[src/rtl/write_info.sv]
// rtl/write_info.sv - write-side request tracker: moves queued {pu_id, size} requests
// from the PU output FIFOs into the shared outbound write buffer.
module write_info #(
    parameter int NUM_PU      = 1,
    parameter int DATA_W      = 64,
    parameter int WR_SIZE_W   = 20,
    parameter int INFO_ADDR_W = 5,
    parameter int PU_ID_W     = $clog2(NUM_PU) + 1
) (
    input  logic                     clk,
    input  logic                     reset,
    input  logic                     wr_req,
    input  logic [WR_SIZE_W-1:0]     wr_req_size,
    input  logic [PU_ID_W-1:0]       wr_req_pu_id,
    output logic                     write_info_full,
    input  logic [NUM_PU-1:0]        pu_empty,
    output logic [NUM_PU-1:0]        pu_pop,
    input  logic [NUM_PU*DATA_W-1:0] pu_data_in,
    input  logic                     outbuf_full,
    output logic                     outbuf_push,
    output logic [DATA_W-1:0]        outbuf_data,
    output logic                     wr_done,
    output logic                     busy
);

    localparam int INFO_W = PU_ID_W + WR_SIZE_W;
    localparam int DEPTH  = 1 << INFO_ADDR_W;

    localparam logic [1:0] S_IDLE = 2'd0;
    localparam logic [1:0] S_LOAD = 2'd1;
    localparam logic [1:0] S_XFER = 2'd2;

    logic [INFO_W-1:0]      r_info_mem [DEPTH];
    logic [INFO_ADDR_W:0]   r_wr_ptr;
    logic [INFO_ADDR_W:0]   r_rd_ptr;
    logic [INFO_W-1:0]      r_info_q;

    logic [1:0]             r_state;
    logic [PU_ID_W-1:0]     r_cur_id;
    logic [WR_SIZE_W-1:0]   r_cur_size;
    logic [WR_SIZE_W-1:0]   r_beat_cnt;

    logic                   r_pop_d1;
    logic                   r_last_d1;
    logic [PU_ID_W-1:0]     r_id_d1;
    logic                   r_done_d2;

    logic                   w_info_empty;
    logic                   w_info_full;
    logic                   w_info_push;
    logic                   w_info_pop;
    logic [PU_ID_W-1:0]     w_info_id;
    logic [WR_SIZE_W-1:0]   w_info_size;
    logic                   w_info_bad;
    logic                   w_load_done;
    logic                   w_sel_empty;
    logic [DATA_W-1:0]      w_sel_data;
    logic                   w_fire;
    logic                   w_last;

    // Info FIFO: extra pointer MSB distinguishes full from empty.
    assign w_info_empty = (r_wr_ptr == r_rd_ptr);
    assign w_info_full  = (r_wr_ptr[INFO_ADDR_W] != r_rd_ptr[INFO_ADDR_W]) &&
                          (r_wr_ptr[INFO_ADDR_W-1:0] == r_rd_ptr[INFO_ADDR_W-1:0]);
    assign w_info_push  = wr_req && !w_info_full;
    assign w_info_pop   = (r_state == S_IDLE) && !w_info_empty;

    always_ff @(posedge clk) begin
        if (w_info_push) begin
            r_info_mem[r_wr_ptr[INFO_ADDR_W-1:0]] <= {wr_req_pu_id, wr_req_size};
        end
    end

    always_ff @(posedge clk or posedge reset) begin
        if (reset) begin
            r_wr_ptr <= '0;
            r_rd_ptr <= '0;
            r_info_q <= '0;
        end else begin
            if (w_info_push) begin
                r_wr_ptr <= r_wr_ptr + 1'b1;
            end
            if (w_info_pop) begin
                r_rd_ptr <= r_rd_ptr + 1'b1;
                r_info_q <= r_info_mem[r_rd_ptr[INFO_ADDR_W-1:0]];
            end
        end
    end

    assign w_info_id   = r_info_q[INFO_W-1 -: PU_ID_W];
    assign w_info_size = r_info_q[WR_SIZE_W-1:0];
    assign w_info_bad  = (w_info_size == '0) || (int'(w_info_id) >= NUM_PU);
    assign w_load_done = (r_state == S_LOAD) && w_info_bad;

    always_comb begin
        w_sel_empty = 1'b1;
        w_sel_data  = '0;
        for (int k = 0; k < NUM_PU; k++) begin
            if (r_cur_id == PU_ID_W'(k)) begin
                w_sel_empty = pu_empty[k];
            end
            if (r_id_d1 == PU_ID_W'(k)) begin
                w_sel_data = pu_data_in[k*DATA_W +: DATA_W];
            end
        end
    end

    assign w_fire = (r_state == S_XFER) && !w_sel_empty && !outbuf_full;
    assign w_last = w_fire && (r_beat_cnt == r_cur_size - WR_SIZE_W'(1));

    always_comb begin
        pu_pop = '0;
        for (int k = 0; k < NUM_PU; k++) begin
            pu_pop[k] = w_fire && (r_cur_id == PU_ID_W'(k));
        end
    end

    always_ff @(posedge clk or posedge reset) begin
        if (reset) begin
            r_state    <= S_IDLE;
            r_cur_id   <= '0;
            r_cur_size <= '0;
            r_beat_cnt <= '0;
        end else begin
            case (r_state)
                S_IDLE: begin
                    if (!w_info_empty) begin
                        r_state <= S_LOAD;
                    end
                end
                S_LOAD: begin
                    r_cur_id   <= w_info_id;
                    r_cur_size <= w_info_size;
                    r_beat_cnt <= '0;
                    r_state    <= w_info_bad ? S_IDLE : S_XFER;
                end
                S_XFER: begin
                    if (w_fire) begin
                        r_beat_cnt <= r_beat_cnt + WR_SIZE_W'(1);
                    end
                    if (w_last) begin
                        r_state <= S_IDLE;
                    end
                end
                default: r_state <= S_IDLE;
            endcase
        end
    end

    // Two-stage return path: PU word arrives one cycle after pop, then is registered out.
    always_ff @(posedge clk or posedge reset) begin
        if (reset) begin
            r_pop_d1    <= 1'b0;
            r_last_d1   <= 1'b0;
            r_id_d1     <= '0;
            outbuf_push <= 1'b0;
            outbuf_data <= '0;
            r_done_d2   <= 1'b0;
        end else begin
            r_pop_d1    <= w_fire;
            r_last_d1   <= w_last;
            r_id_d1     <= r_cur_id;
            outbuf_push <= r_pop_d1;
            r_done_d2   <= r_last_d1;
            if (r_pop_d1) begin
                outbuf_data <= w_sel_data;
            end
        end
    end

    assign write_info_full = w_info_full;
    assign wr_done         = w_load_done | r_done_d2;
    assign busy            = (r_state != S_IDLE) || !w_info_empty;

endmodule

[config.mk]
export PLATFORM = sky130hd
export DESIGN_NAME = write_info
export DESIGN_NICKNAME = d
export VERILOG_FILES = /design/src/rtl/write_info.sv
export SDC_FILE = /design/constraint.sdc
export NUM_CORES = 1
export LEC_CHECK = 0
export BUFFER_PORTS_ARGS = -buffer_cell sky130_fd_sc_hd__buf_2
export CORE_MARGIN = 2
export CORE_UTILIZATION = 50
export CTS_BUF_LIST = sky130_fd_sc_hd__clkbuf_4
export DETAILED_ROUTE_END_ITERATION = 16
export GPL_TIMING_DRIVEN = 0
export PLACE_DENSITY = 0.67
export SLEW_MARGIN = 20
export SYNTH_ARGS = -nofsm -noshare
export SYNTH_HDL_FRONTEND = slang
export SYNTH_SLANG_ARGS = --single-unit
[constraint.sdc]
create_clock -name clk -period 9.2 [get_ports clk]
set_input_delay 2.76 -clock clk [delete_from_list [all_inputs] [get_ports clk]]
set_output_delay 2.76 -clock clk [all_outputs]
set_load 0.02 [all_outputs]
== After elaboration in Yosys (flattened, before gate mapping) ==
Memory sizes are Yosys's and may differ from the RTL's. A register that Yosys moved wholly into a read port is not among the register bits.
Cells that the tools add are included.

* Bits in registers: 124
* Memory bits (writable): 672
* Input bits: 90
* Output and inout port bits: 69
* Word-level logic and storage cells: 59
* Memories: 1

* Add/subtract/negate cells: 4
* $lt $le $gt $ge: 1
* Equal/unequal tests: 9
* Multiplexer cells: 10
* Bitwise operators: 2
* Reduce and logical (&&, ||, !) cells: 20

{| class="wikitable"
|+ Memory list
! memory !! words !! bits a word !! read ports !! clocked after memory_dff !! write ports !! line !! RTL
|-
| r_info_mem || 32 || 21 || 1 || 1 || 1 || 33 || <nowiki>logic [INFO_W-1:0] r_info_mem [DEPTH];</nowiki>
|}

{| class="wikitable"
|+ Operators by type and width
! operator !! number
|-
| $mux 64 || 1
|-
| $pmux 20 s2 || 1
|-
| $add 20x1->20 const B || 1
|-
| $eq 20x20->1 || 1
|-
| $logic_not 20->1 || 1
|-
| $mux 20 || 1
|-
| $sub 20x1->20 const B || 1
|-
| $add 6x1->6 const B || 2
|-
| $logic_and 1x1->1 || 8
|-
| $eq 6x6->1 || 1
|-
| $mux 2 || 3
|-
| $ne 2x2->1 const B || 3
|-
| $pmux 2 s3 || 1
|-
| $eq 5x5->1 || 1
|-
| $logic_not 1->1 || 4
|-
| $reduce_and 2->1 || 2
|-
| $reduce_bool 2->1 || 2
|-
| $mux 1 || 3
|-
| $eq 2x1->1 const B || 1
|-
| $eq 2x2->1 const B || 1
|-
| $logic_not 2->1 || 1
|-
| $logic_or 1x1->1 || 2
|-
| $ge 1x1->1 const B || 1
|-
| $ne 1x1->1 || 1
|-
| other kinds (2) || 2
|}

== Depth between registers and ports, before layout ==
Gate-level depths: netlist (run 1).

* Depth after elaboration: 7
* Depth in mapped cells: 9
* Depth with buffers taken out: 8

== Least setup slack after synthesis (run 1) ==
Ideal clock, no wire load.

* Kind: input to output
* Start point: input pu_empty
* End point: output pu_pop
* Data arrival time: 3.249 ns
* Required time: 6.440 ns
* Slack: 3.191 ns
* Stages: 2
* Path buffers: 0
* Cells stage by stage: nor3_1 and2_1

* Word-level cells in the longest chain between the ends: 5

{| class="wikitable"
|+ RTL lines
! item !! line !! RTL
|-
| from (decl) || 16 || <nowiki>input logic [NUM_PU-1:0] pu_empty,</nowiki>
|-
| $mux 1 || 99 || <nowiki>if (r_cur_id == PU_ID_W'(k)) begin</nowiki>
|-
| $logic_not 1->1 || 108 || <nowiki>assign w_fire = (r_state == S_XFER) && !w_sel_empty && !outbuf_full;</nowiki>
|-
| $logic_and 1x1->1 (2 in a row) || 108 ||
|-
| $logic_and 1x1->1 || 114 || <nowiki>pu_pop[k] = w_fire && (r_cur_id == PU_ID_W'(k));</nowiki>
|-
| to (decl) || 17 || <nowiki>output logic [NUM_PU-1:0] pu_pop,</nowiki>
|}

No other way between the ends.

== Final worst setup path (run 1) ==
Ends and elaborated chain as after synthesis.

==> impl_results.html, run 1 <==
<table>
<tr><th>Metric</th><th>Value</th></tr>
<tr><th colspan="2">Status</th></tr>
<tr><td>Outcome</td><td>completed</td></tr>
<tr><th colspan="2">Clock network</th></tr>
<tr><td>Reg clk slew, reported paths</td><td>60 ps</td></tr>
<tr><td>Skew-Pair Late Insertion Delay</td><td>about 1100 ps</td></tr>
<tr><td>Root Buffer</td><td>clkbuf_4</td></tr>
<tr><td>Clk buf depth</td><td>3</td></tr>
<tr><td>Hold Buf Count CTS</td><td>0</td></tr>
<tr><td>Post-CTS setup repair buffer count</td><td>0</td></tr>
<tr><td>Clock buffers created by TritonCTS</td><td>202</td></tr>
<tr><td># H-tree levels</td><td>4</td></tr>
<tr><td>Clock tree from TritonCTS</td><td>done</td></tr>
<tr><td>Number of resized instances in the post-cts repair step</td><td>0</td></tr>
<tr><td>Clock tree sinks</td><td>817</td></tr>
<tr><th colspan="2">Cells and area</th></tr>
<tr><td>Area Growth Syn to Fin</td><td>17.0%</td></tr>
<tr><td>Number of fillers in the final layout</td><td>approximately 4800</td></tr>
<tr><td>Most frequent standard cell in the layout excluding fill and tap cells</td><td>edfxtp_1</td></tr>
<tr><td>Utilization after layout</td><td>59.4%</td></tr>
<tr><td>Layout cell share with drive strength beyond 1</td><td>34.5%</td></tr>
<tr><td>Final #Nets</td><td>between 2000 and 2500</td></tr>
<tr><td>Top library cells by usage in the layout, fill and taps aside</td><td>672 x edfxtp_1, 292 x clkbuf_4, 210 x mux4_2</td></tr>
<tr><th colspan="2">Critical path</th></tr>
<tr><td>Start-to-end type of the worst setup path</td><td>in -&gt; out</td></tr>
<tr><td>Crit path capture type</td><td>output pin</td></tr>
<tr><td>Data arrival time of the critical path</td><td>3550 ps</td></tr>
<tr><td>Critical path startpoint category</td><td>input port</td></tr>
<tr><td>Req. time, crit path</td><td>6440 ps</td></tr>
<tr><td>Crit-path max FO</td><td>3</td></tr>
<tr><th colspan="2">Placement</th></tr>
<tr><td>Half-perimeter wire length after detailed placement</td><td>49800 µm</td></tr>
<tr><td>Final weighted congestion in routability-driven placement</td><td>0.901</td></tr>
<tr><td>Count of buffers inserted at the top-level ports</td><td>approximately 160</td></tr>
<tr><th colspan="2">Timing</th></tr>
<tr><td>Unrepaired setup endpoints after global routing</td><td>no</td></tr>
<tr><td>Final setup viols</td><td>0</td></tr>
<tr><td>Slew at the pin closest to its max-slew limit</td><td>1140 ps</td></tr>
<tr><td>Worst Clk Skew</td><td>65.2 ps</td></tr>
<tr><td>Slew headroom</td><td>24.2%</td></tr>
<tr><td>Final count of hold timing violations</td><td>0</td></tr>
<tr><td>Number of pins with negative max-slew slack in the final report</td><td>0</td></tr>
<tr><td>Accumulated negative setup slack</td><td>0 ps</td></tr>
<tr><td>Final Critical Period</td><td>roughly 6300 ps</td></tr>
<tr><td>Final critical-path share of the clock period</td><td>68.5%</td></tr>
<tr><td>Highest attainable clock frequency</td><td>159 MHz</td></tr>
<tr><th colspan="2">Global route</th></tr>
<tr><td>First-pass GRT wire length</td><td>111000 µm</td></tr>
<tr><td>Total overflow reported by the global router</td><td>0</td></tr>
<tr><td>Number of global-route vias before repair</td><td>18000</td></tr>
<tr><td>Initial antenna violation count</td><td>2</td></tr>
<tr><td>Maximum number of pins on one net before global-route repair</td><td>109</td></tr>
<tr><td>Overall Global Routing Usage</td><td>23.1%</td></tr>
<tr><th colspan="2">Synth</th></tr>
<tr><td>Unique cell type count in the Yosys netlist</td><td>54</td></tr>
<tr><td>Async set-or-reset flop fraction in the synthesized netlist</td><td>17.7%</td></tr>
<tr><td>Count of synthesis-stage warnings from yosys</td><td>0</td></tr>
<tr><td>Syn_area_per_cell</td><td>18.7 µm²</td></tr>
<tr><td>EDFF count, synth</td><td>672</td></tr>
<tr><td>Most area-consuming cells after synthesis</td><td>edfxtp_1 63%, mux4_2 15%, dfrtp_1 11%</td></tr>
<tr><td>Nets in the synthesized netlist</td><td>1813</td></tr>
<tr><td>Most used DFF post-synth</td><td>edfxtp_1</td></tr>
<tr><td>Cell taking the most area after synthesis</td><td>edfxtp_1</td></tr>
<tr><td>FF+latch count, synth</td><td>817</td></tr>
<tr><td>Cell Area, Synth</td><td>32100 µm²</td></tr>
<tr><td>Area share of the leading cell type in the synthesized netlist</td><td>62.8%</td></tr>
<tr><td>Synthesized instance count</td><td>1716</td></tr>
<tr><td>Part of the Yosys area used for sequential elements</td><td>74.1%</td></tr>
<tr><th colspan="2">Floorplanning</th></tr>
<tr><td>I/O pin count</td><td>159</td></tr>
<tr><td>Standard-cell row count</td><td>92</td></tr>
<tr><td>Chip Width</td><td>around 260 µm</td></tr>
<tr><td>Initial core utilization</td><td>50.8%</td></tr>
<tr><td>Die Height</td><td>258 µm</td></tr>
<tr><td>Placeable core area</td><td>63300 µm²</td></tr>
<tr><td>Die Area</td><td>between 60000 and 70000 µm²</td></tr>
<tr><th colspan="2">Route</th></tr>
<tr><td>ANT nets after route</td><td>0</td></tr>
<tr><td>Via count of the routed design</td><td>between 15000 and 20000</td></tr>
<tr><td>Number of remaining DRC errors</td><td>0</td></tr>
<tr><td>TritonRoute pass-1 iters</td><td>7</td></tr>
<tr><td>DR iter-0 viols</td><td>1703</td></tr>
<tr><td>Total length of routed wires</td><td>75000 µm</td></tr>
<tr><td>Vias per inst</td><td>5.62</td></tr>
<tr><td>Per-cell routed wire length</td><td>between 20 and 25 µm</td></tr>
<tr><th colspan="2">Power</th></tr>
<tr><td>Max VDD drop</td><td>0.122 mV</td></tr>
<tr><td>Total power per unit cell area</td><td>212 nW/µm²</td></tr>
<tr><td>Leakage component of the power</td><td>roughly 13 nW</td></tr>
<tr><th colspan="2">Flow run</th></tr>
<tr><td>Number of max-cap violations</td><td>0</td></tr>
<tr><th colspan="2">Min path</th></tr>
<tr><td>Min-Delay Path Class</td><td>reg -&gt; reg</td></tr>
</table>
==> path summary, 6_finish.rpt <==
kind	cells after the start	end	slack, ps	start
worst max-delay path	4	pu_pop	2890	pu_empty
worst min-delay path	0	r_done_d2	360	r_last_d1
worst max register to register	7	r_info_q[13]	5680	r_rd_ptr[1]
worst min register to register	0	r_done_d2	360	r_last_d1
max in group asynchronous	3	r_info_q[1]	6680	reset
min in group asynchronous	2	outbuf_data[3]	1730	reset
==> per-layer routing <==
metal	vias up	part of all wire [%]	global-route usage, %
met5	-	0	0
met4	0	2.4	8.80
met3	114	7.8	5.74
met2	818	50	37.6
met1	8998	40	30.3
li1	7641	-	-
==> synthesized netlist by cell type, drive strengths merged, types with 4 or more instances <==
| library cell | n |
|---|---|
| nor2 | 67 |
| o21ai | 92 |
| xor2 | 29 |
| and3 | 7 |
| nand3b | 4 |
| nand2 | 175 |
| nand4 | 10 |
| nor3 | 10 |
| a31oi | 5 |
| nand3 | 11 |
| dfrtp | 145 |
| buf | 35 |
| nor2b | 6 |
| inv | 75 |
| edfxtp | 672 |
| nand2b | 4 |
| ha | 7 |
| mux4 | 210 |
| nor4 | 14 |
| mux2i | 23 |
| xnor2 | 27 |
| clkbuf | 51 |
==> cell type report <==
| class | instances | area (µm²) | area share, % |
|---|---|---|---|
| Antenna cell | 5 | 12.5 | 0.0333 |
| Buffer | 86 | 367 | 0.975 |
| Clock buffer | 292 | 2190 | 5.83 |
| Clock inverter | 75 | 393 | 1.05 |
| Inverter | 75 | 289 | 0.769 |
| Multi-Input combinational cell | 738 | 7920 | 21.1 |
| Sequential cell | 817 | 23800 | 63.3 |
| Tap cell | 846 | 1060 | 2.82 |
| Timing Repair Buffer | 192 | 1550 | 4.12 |
==> cells by family after synthesis <==
kind of cell / Yosys count / share of synthesized area (%)
simple gates: 328 / 4.69
flops: 817 / 74.1
xor+xnor: 56 / 1.53
mux: 236 / 15.5
buf+inv: 161 / 2.01
fa+ha+maj: 7 / 0.273
compound gates: 111 / 1.87
==> where the power goes <==
| group | total [mW] | internal (mW) | switching (mW) |
|---|---|---|---|
| Combinational | 0.687 | 0.221 | 0.466 |
| Clock | 2.97 | 1.52 | 1.45 |
| Sequential | 4.32 | 4.24 | 0.0749 |
| Total | 7.97 | 5.99 | 1.99 |
==> worst max-delay path: stages <==
cell and delay (ps):
buf_2 100, nor3_1 330, and2_1 190, buf_2 160
==> flip-flops by register name, summed over array words and instances, names as in the netlist, 2 cells and up <==
name and cells:
r_info_mem 672, outbuf_data 64, r_info_q 21, r_beat_cnt 20, r_cur_size 20, r_rd_ptr 6
r_wr_ptr 6, r_state 2
==> metrics by stage <==
step | power, mW | area [µm²] | std cells | hold WS, ps | setup slack (ps)
after detailed placement | 5.09 | 35000 | 2753 | 356 | 2870
after CTS | 8.06 | 37600 | 3120 | 369 | 2870
final | 7.97 | 37600 | 3126 | 361 | 2890
after floorplan | 4.71 | 32100 | 1716 | 331 | 2550
after global placement | 4.95 | 34000 | 2720 | 338 | 1120
after global routing | 8.32 | 37600 | 3126 | 366 | 2820
No activity file was read; power rests on OpenSTA's default activity.
==> inputs of run 2 (changes only) <==
- PLACE_DENSITY: 0.67 -> 0.7
- clock period: 9.2 -> 5.3 ns (I/O delays scaled with it)
==> impl_results.html, run 2 (same netlist as run 1, synthesis figures left out) <==
<table>
<tr><th>Metric</th><th>Value</th></tr>
<tr><th colspan="2">Status</th></tr>
<tr><td>Outcome</td><td>completed</td></tr>
<tr><th colspan="2">Placement</th></tr>
<tr><td># placed instances</td><td>2756</td></tr>
<tr><td>Pre-CTS WS</td><td>1200 ps</td></tr>
<tr><td>Placed inst area</td><td>35100 µm²</td></tr>
<tr><td>Half-perimeter wire length after detailed placement</td><td>49100 µm</td></tr>
<tr><td>Final weighted congestion in routability-driven placement</td><td>0.930</td></tr>
<tr><td>Count of buffers inserted at the top-level ports</td><td>158</td></tr>
<tr><th colspan="2">Timing</th></tr>
<tr><td>Unrepaired setup endpoints after global routing</td><td>no</td></tr>
<tr><td>Worst Clk Skew</td><td>between 70 and 80 ps</td></tr>
<tr><td>Slew headroom</td><td>20.5%</td></tr>
<tr><td>Final critical-path share of the clock period</td><td>82.6%</td></tr>
<tr><td>Final Worst Setup Slack</td><td>922 ps</td></tr>
<tr><td>Slew at the pin closest to its max-slew limit</td><td>1190 ps</td></tr>
<tr><td>Number of pins with negative max-slew slack in the final report</td><td>0</td></tr>
<tr><td>Final count of hold timing violations</td><td>0</td></tr>
<tr><td>Highest attainable clock frequency</td><td>~230 MHz</td></tr>
<tr><td>Final Critical Period</td><td>4380 ps</td></tr>
<tr><td>Accumulated negative setup slack</td><td>0 ps</td></tr>
<tr><td>Final setup viols</td><td>0</td></tr>
<tr><th colspan="2">Critical path</th></tr>
<tr><td>Critical path startpoint category</td><td>flip-flop</td></tr>
<tr><td>Worst r2r dst</td><td>r_info_q[13]</td></tr>
<tr><td>End point of the critical path</td><td>busy</td></tr>
<tr><td>R2R cell count</td><td>7</td></tr>
<tr><td>Crit-path max FO</td><td>9</td></tr>
<tr><td>Req. time, crit path</td><td>3710 ps</td></tr>
<tr><td>Start-to-end type of the worst setup path</td><td>reg -&gt; out</td></tr>
<tr><td>Critical register-to-register path startpoint</td><td>r_rd_ptr[1]</td></tr>
<tr><td>Data arrival time of the critical path</td><td>2790 ps</td></tr>
<tr><td>Worst Setup SP</td><td>r_rd_ptr[1]</td></tr>
<tr><td>Worst setup slack for register-to-register paths</td><td>1700 ps</td></tr>
<tr><td>Crit path capture type</td><td>output pin</td></tr>
<tr><th colspan="2">Clock network</th></tr>
<tr><td># H-tree levels</td><td>4</td></tr>
<tr><td>Hold Buf Count CTS</td><td>0</td></tr>
<tr><td>Number of resized instances in the post-cts repair step</td><td>0</td></tr>
<tr><td>Post-CTS setup repair buffer count</td><td>0</td></tr>
<tr><td>Clock buffers created by TritonCTS</td><td>197</td></tr>
<tr><td>Clk buf depth</td><td>3</td></tr>
<tr><td>Root Buffer</td><td>clkbuf_4</td></tr>
<tr><td>Skew-Pair Late Insertion Delay</td><td>~1100 ps</td></tr>
<tr><td>Clock tree from TritonCTS</td><td>done</td></tr>
<tr><td>Clock tree sinks</td><td>just over 800</td></tr>
<tr><td>Reg clk slew, reported paths</td><td>80 ps</td></tr>
<tr><th colspan="2">Route</th></tr>
<tr><td>Per-cell routed wire length</td><td>between 20 and 25 µm</td></tr>
<tr><td>Number of remaining DRC errors</td><td>0</td></tr>
<tr><td>ANT nets after route</td><td>0</td></tr>
<tr><td>Vias per inst</td><td>5.65</td></tr>
<tr><td>Total length of routed wires</td><td>about 74000 µm</td></tr>
<tr><td>DR iter-0 viols</td><td>1779</td></tr>
<tr><td>Via count of the routed design</td><td>17500</td></tr>
<tr><td>TritonRoute pass-1 iters</td><td>6</td></tr>
<tr><th colspan="2">Global route</th></tr>
<tr><td>First-pass GRT wire length</td><td>111000 µm</td></tr>
<tr><td>Maximum number of pins on one net before global-route repair</td><td>34</td></tr>
<tr><td>Total overflow reported by the global router</td><td>0</td></tr>
<tr><td>Number of global-route vias before repair</td><td>18300</td></tr>
<tr><td>Overall Global Routing Usage</td><td>23.0%</td></tr>
<tr><td>Initial antenna violation count</td><td>2</td></tr>
<tr><th colspan="2">Floorplanning</th></tr>
<tr><td>Placeable core area</td><td>63300 µm²</td></tr>
<tr><td>Standard-cell row count</td><td>92</td></tr>
<tr><td>Die Height</td><td>258 µm</td></tr>
<tr><td>Chip Width</td><td>258 µm</td></tr>
<tr><td>Initial core utilization</td><td>between 50 and 60%</td></tr>
<tr><td>I/O pin count</td><td>159</td></tr>
<tr><td>Die Area</td><td>66300 µm²</td></tr>
<tr><th colspan="2">Power</th></tr>
<tr><td>Total power per unit cell area</td><td>366 nW/µm²</td></tr>
<tr><td>Total design power</td><td>13.8 mW</td></tr>
<tr><td>Leakage component of the power</td><td>13.1 nW</td></tr>
<tr><td>Max VDD drop</td><td>0.227 mV</td></tr>
<tr><th colspan="2">Min path</th></tr>
<tr><td>Worst Hold Depth</td><td>0</td></tr>
<tr><td>Min-Delay Path Class</td><td>reg -&gt; reg</td></tr>
<tr><th colspan="2">Cells and area</th></tr>
<tr><td>Most frequent standard cell in the layout excluding fill and tap cells</td><td>edfxtp_1</td></tr>
<tr><td>Top library cells by usage in the layout, fill and taps aside</td><td>672 x edfxtp_1, 277 x clkbuf_4, 210 x mux4_2</td></tr>
<tr><td>Post-route design area</td><td>37600 µm²</td></tr>
<tr><td>Max reg flops</td><td>between 600 and 700</td></tr>
<tr><td>Number of fillers in the final layout</td><td>around 4700</td></tr>
<tr><td>Area Growth Syn to Fin</td><td>17.0%</td></tr>
<tr><td>Layout cell share with drive strength beyond 1</td><td>34.4%</td></tr>
<tr><td>Number of standard cells in the final layout excluding fillers</td><td>3106</td></tr>
<tr><td>Final #Nets</td><td>2206</td></tr>
<tr><th colspan="2">Flow run</th></tr>
<tr><td>Number of max-cap violations</td><td>0</td></tr>
</table>
run 2: cell count changes in the layout (fill, tap and decap cells not counted), sizes merged:
cell,delta
clkbuf,-15
buf,+2
clkinvlp,-3
clkinv,-8
diode,+3
inv,-1
bufinv,+2
run 2: final cells by class:
class / instances / area (µm²) / share of cell area, %
Clock buffer: 277 / 2080 / 5.53
Buffer: 86 / 367 / 0.975
Tap cell: 846 / 1060 / 2.82
Multi-Input combinational cell: 738 / 7920 / 21.1
Antenna cell: 8 / 20.0 / 0.0533
Sequential cell: 817 / 23800 / 63.3
Timing Repair Buffer: 194 / 1680 / 4.46
Inverter: 75 / 285 / 0.759
Clock inverter: 65 / 377 / 1.00
run 2: per-layer routing:
layer	share of wire, %	up-vias	global-route usage [%]	wire length, µm
met5	0	-	0	0
met4	3.0	0	10.0	2260
met3	9.0	137	5.76	6700
met2	49	938	37.1	36600
met1	39	8838	30.0	28900
li1	-	7628	-	-
run 2: per-stage QoR:
step / utilization, % / hold WS, ps
after floorplan: - / 331
after global placement: 53.7 / 333
after detailed placement: 55.5 / 343
after CTS: 59.3 / 363
after global routing: 59.4 / 370
final: 59.4 / 361
run 2: power breakdown:
part | internal (mW) | leakage (nW) | switching [mW] | total [mW]
Clock | 2.60 | 1.46 | 2.45 | 5.05
Sequential | 7.37 | 7.95 | 0.135 | 7.50
Combinational | 0.396 | 3.74 | 0.812 | 1.21
Total | 10.4 | 13.1 | 3.39 | 13.8
run 2: worst max-delay path, stage by stage, from the launching register on:
cell	delay, ps
dfrtp_1	350
buf_2	350
xor2_1	130
nor3_1	330
nand2_1	120
nor2_1	110
nand2_1	120
buf_2	200
run 2: worst min path at each step:
stage,startpoint,to,slack (ps)
after detailed placement,r_last_d1,r_done_d2,340
after global placement,r_last_d1,r_done_d2,330
after floorplan,r_last_d1,r_done_d2,330
after global routing,r_last_d1,r_done_d2,370
final,r_last_d1,r_done_d2,360
after CTS,r_last_d1,r_done_d2,360
==> inputs of run 3 (changes only) <==
- ABC_AREA: not set -> 1
- clock period: 5.3 -> 4 ns (I/O delays scaled with it)
==> impl_results.html, run 3 <==
<table>
<tr><th>Metric</th><th>Value</th></tr>
<tr><th colspan="2">Timing</th></tr>
<tr><td>Final setup viols</td><td>0</td></tr>
<tr><td>Final count of hold timing violations</td><td>0</td></tr>
<tr><td>Final Critical Period</td><td>3850 ps</td></tr>
<tr><td>Accumulated negative setup slack</td><td>0 ps</td></tr>
<tr><td>Number of pins with negative max-slew slack in the final report</td><td>0</td></tr>
<tr><td>Worst Clk Skew</td><td>approximately 68 ps</td></tr>
<tr><td>Slew at the pin closest to its max-slew limit</td><td>between 900 and 1000 ps</td></tr>
<tr><td>Final critical-path share of the clock period</td><td>between 90% and 100%</td></tr>
<tr><td>Slew headroom</td><td>roughly two fifths</td></tr>
<tr><td>Highest attainable clock frequency</td><td>260 MHz</td></tr>
<tr><th colspan="2">Floorplanning</th></tr>
<tr><td>Standard-cell row count</td><td>95</td></tr>
<tr><td>Placeable core area</td><td>66900 µm²</td></tr>
<tr><td>Die Area</td><td>69300 µm²</td></tr>
<tr><td>Chip Width</td><td>approximately 260 µm</td></tr>
<tr><td>I/O pin count</td><td>around 160</td></tr>
<tr><td>Die Height</td><td>263 µm</td></tr>
<tr><td>Initial core utilization</td><td>50.2%</td></tr>
<tr><th colspan="2">Placement</th></tr>
<tr><td># placed instances</td><td>3907</td></tr>
<tr><td>Half-perimeter wire length after detailed placement</td><td>68300 µm</td></tr>
<tr><td>Final weighted congestion in routability-driven placement</td><td>0.941</td></tr>
<tr><td>Count of buffers inserted at the top-level ports</td><td>158</td></tr>
<tr><th colspan="2">Route</th></tr>
<tr><td>Per-cell routed wire length</td><td>23.7 µm</td></tr>
<tr><td>Number of remaining DRC errors</td><td>0</td></tr>
<tr><td>TritonRoute pass-1 iters</td><td>6</td></tr>
<tr><td>ANT nets after route</td><td>0</td></tr>
<tr><td>Total length of routed wires</td><td>101000 µm</td></tr>
<tr><td>Via count of the routed design</td><td>between 20000 and 30000</td></tr>
<tr><td>Vias per inst</td><td>approximately 6</td></tr>
<tr><td>DR iter-0 viols</td><td>about 3200</td></tr>
<tr><th colspan="2">Clock network</th></tr>
<tr><td># H-tree levels</td><td>4</td></tr>
<tr><td>Skew-Pair Late Insertion Delay</td><td>1090 ps</td></tr>
<tr><td>Clock tree sinks</td><td>817</td></tr>
<tr><td>Clock tree from TritonCTS</td><td>done</td></tr>
<tr><td>Clk buf depth</td><td>3</td></tr>
<tr><td>Reg clk slew, reported paths</td><td>70 ps</td></tr>
<tr><td>Clock buffers created by TritonCTS</td><td>around 200</td></tr>
<tr><td>Root Buffer</td><td>clkbuf_4</td></tr>
<tr><th colspan="2">Global route</th></tr>
<tr><td>First-pass GRT wire length</td><td>151000 µm</td></tr>
<tr><td>Number of global-route vias before repair</td><td>24900</td></tr>
<tr><td>Maximum number of pins on one net before global-route repair</td><td>35</td></tr>
<tr><td>Initial antenna violation count</td><td>3</td></tr>
<tr><td>Overall Global Routing Usage</td><td>around 29%</td></tr>
<tr><td>Total overflow reported by the global router</td><td>0</td></tr>
<tr><th colspan="2">Power</th></tr>
<tr><td>Max VDD drop</td><td>0.262 mV</td></tr>
<tr><td>Clock network power share</td><td>37.7%</td></tr>
<tr><td>Total power per unit cell area</td><td>477 nW/µm²</td></tr>
<tr><td>Net switching power figure</td><td>approximately 4.8 mW</td></tr>
<tr><td>Total design power</td><td>18.7 mW</td></tr>
<tr><td>Net Sw Frac</td><td>25.7%</td></tr>
<tr><td>Combinational fraction of design power</td><td>9.0%</td></tr>
<tr><td>Share of power burned in registers</td><td>53.3%</td></tr>
<tr><td>Leakage component of the power</td><td>14.6 nW</td></tr>
<tr><td>Internal Pwr Total</td><td>roughly 14 mW</td></tr>
<tr><th colspan="2">Cells and area</th></tr>
<tr><td>Multi-input gate area in the final layout</td><td>8590 µm²</td></tr>
<tr><td>Number of fillers in the final layout</td><td>5382</td></tr>
<tr><td>Number of standard cells in the final layout excluding fillers</td><td>around 4300</td></tr>
<tr><td>Final #Nets</td><td>3334</td></tr>
<tr><td>Layout cell share with drive strength beyond 1</td><td>19.2%</td></tr>
<tr><td>Top library cells by usage in the layout, fill and taps aside</td><td>672 x edfxtp_1, 425 x o21ai_0, 417 x nor2_1</td></tr>
<tr><td>Area Growth Syn to Fin</td><td>16.4%</td></tr>
<tr><td>Most frequent standard cell in the layout excluding fill and tap cells</td><td>edfxtp_1</td></tr>
<tr><td>Sequential cell area</td><td>23800 µm²</td></tr>
<tr><td>Max reg flops</td><td>approximately 670</td></tr>
<tr><th colspan="2">Critical path</th></tr>
<tr><td>Crit path capture type</td><td>output pin</td></tr>
<tr><td>Critical register-to-register path startpoint</td><td>r_rd_ptr[0]</td></tr>
<tr><td>R2R cell count</td><td>12</td></tr>
<tr><td>Worst Setup SP</td><td>r_rd_ptr[0]</td></tr>
<tr><td>End point of the critical path</td><td>write_info_full</td></tr>
<tr><td>Req. time, crit path</td><td>2800 ps</td></tr>
<tr><td>Worst r2r dst</td><td>r_info_mem[15][11]</td></tr>
<tr><td>Crit-path max FO</td><td>10</td></tr>
<tr><td>Data arrival time of the critical path</td><td>around 2700 ps</td></tr>
<tr><td>Worst setup slack for register-to-register paths</td><td>1080 ps</td></tr>
<tr><td>Start-to-end type of the worst setup path</td><td>reg -&gt; out</td></tr>
<tr><td>Critical path startpoint category</td><td>flip-flop</td></tr>
<tr><th colspan="2">Min path</th></tr>
<tr><td>Min-Delay Path Class</td><td>in -&gt; async</td></tr>
<tr><th colspan="2">Synth</th></tr>
<tr><td>Synthesized instance count</td><td>2841</td></tr>
<tr><td>Unique cell type count in the Yosys netlist</td><td>45</td></tr>
<tr><td>Syn_area_per_cell</td><td>11.8 µm²</td></tr>
<tr><td>Part of the Yosys area used for sequential elements</td><td>between 70% and 80%</td></tr>
<tr><td>EDFF count, synth</td><td>672</td></tr>
<tr><td>Top post-synthesis cells by count</td><td>672 x edfxtp_1, 448 x nor2_1, 425 x o21ai_0, 293 x nand2_1, 161 x nand3_1</td></tr>
<tr><td>Area share of the leading cell type in the synthesized netlist</td><td>60.0%</td></tr>
<tr><td>Nets in the synthesized netlist</td><td>around 2900</td></tr>
<tr><td>Async set-or-reset flop fraction in the synthesized netlist</td><td>17.7%</td></tr>
<tr><td>Cell Area, Synth</td><td>~34000 µm²</td></tr>
<tr><td>Count of synthesis-stage warnings from yosys</td><td>0</td></tr>
<tr><td>FF+latch count, synth</td><td>between 800 and 900</td></tr>
<tr><td>Most used DFF post-synth</td><td>edfxtp_1</td></tr>
<tr><td>Most frequently used cell type in the post-synthesis netlist</td><td>edfxtp_1</td></tr>
<tr><td>Cell taking the most area after synthesis</td><td>edfxtp_1</td></tr>
<tr><td>Most area-consuming cells after synthesis</td><td>edfxtp_1 60%, dfrtp_1 11%, o21ai_0 6.3%</td></tr>
<tr><th colspan="2">Flow run</th></tr>
<tr><td>Number of max-cap violations</td><td>0</td></tr>
<tr><th colspan="2">Status</th></tr>
<tr><td>Outcome</td><td>completed</td></tr>
</table>
## run 3: cell types whose count changed in the layout (fill, tap and decap cells not counted), moves of 41 or more
cell,change
nor2_1,+382
o21ai_0,+356
mux4_2,-210
nand3_1,+149
nand2_1,+118
o22ai_1,+86
inv_1,+79
clkbuf_1,+45
nand4_1,+43
o211ai_1,+43
o221ai_1,+41
## run 3: per-stage QoR
stage / setup WS, ps / instance area [µm²] / hold slack, ps / utilization [%]
6_report: 147 / 39100 / 167 / 58.5
5_1_grt: -51.8 / 39100 / 137 / 58.5
4_1_cts: 8.68 / 39100 / 114 / 58.4
3_5_place_dp: 808 / 36500 / 346 / 54.5
3_3_place_gp: -893 / 35500 / 334 / 53.1
2_1_floorplan: 820 / 33600 / 331 / -
## run 3: power by group through the flow
stage                     Combinational (mW)  Sequential (mW)  Clock [mW]
after floorplan                        0.684             10.2           0
after global placement                  1.34             10.1           0
after detailed placement                1.65             10.1           0
after CTS                               1.67             9.94        7.11
after global routing                    1.79             9.98        7.58
final                                   1.68             9.95        7.04
## run 3: per-layer routing
metal  part of all wire, %  GRT usage (%)
met1                    38           38.0
met2                    46           45.5
met3                    12           7.26
met4                   4.8           15.7
met5                     0              0
## run 3: cell type report
class | count | share of cell area, %
antenna | 8 | 0.0512
timing repair buffer | 193 | 3.90
inverter | 161 | 1.56
clock inverter | 70 | 1.13
multi-input combinational | 1691 | 21.9
sequential | 817 | 60.8
tap | 873 | 2.79
buffer | 172 | 2.23
clock buffer | 290 | 5.56
## run 3: how the worst min path moves through the flow
stage	startpoint	to	cells after the start
finish	reset	outbuf_data[10]	2
CTS	reset	outbuf_data[36]	2
floorplan	r_last_d1	r_done_d2	0
global placement	r_last_d1	r_done_d2	0
detailed placement	r_last_d1	r_done_d2	0
global route	reset	outbuf_data[19]	2
## run 3: worst max-delay path, cell delays in order (launching register included)
cell     delay (ps)
dfrtp_1         380
buf_8           190
buf_8           190
nor2_2           60
nor3_2          160
nand2_1         110
nor2_4          120
nand2_1         120
inv_1            80
buf_2           170
## run 3: cell families after synthesis
| logic type | synth area share (%) |
|---|---|
| AND/OR/NAND/NOR | 12.8 |
| adder cells (fa/ha/maj) | 0.261 |
| flip-flops | 70.8 |
| AO/OA/AOI/OAI | 10.9 |
| XOR/XNOR | 0.808 |
| buffers and inverters | 4.38 |
## run 3: repair_timing
item | 4_1_cts | 5_1_grt
setup endpoints to repair | 1 | 2
hold buffers | 0 | 0
gates resized for setup | 1 | 3
buffers inserted | 0 | 0
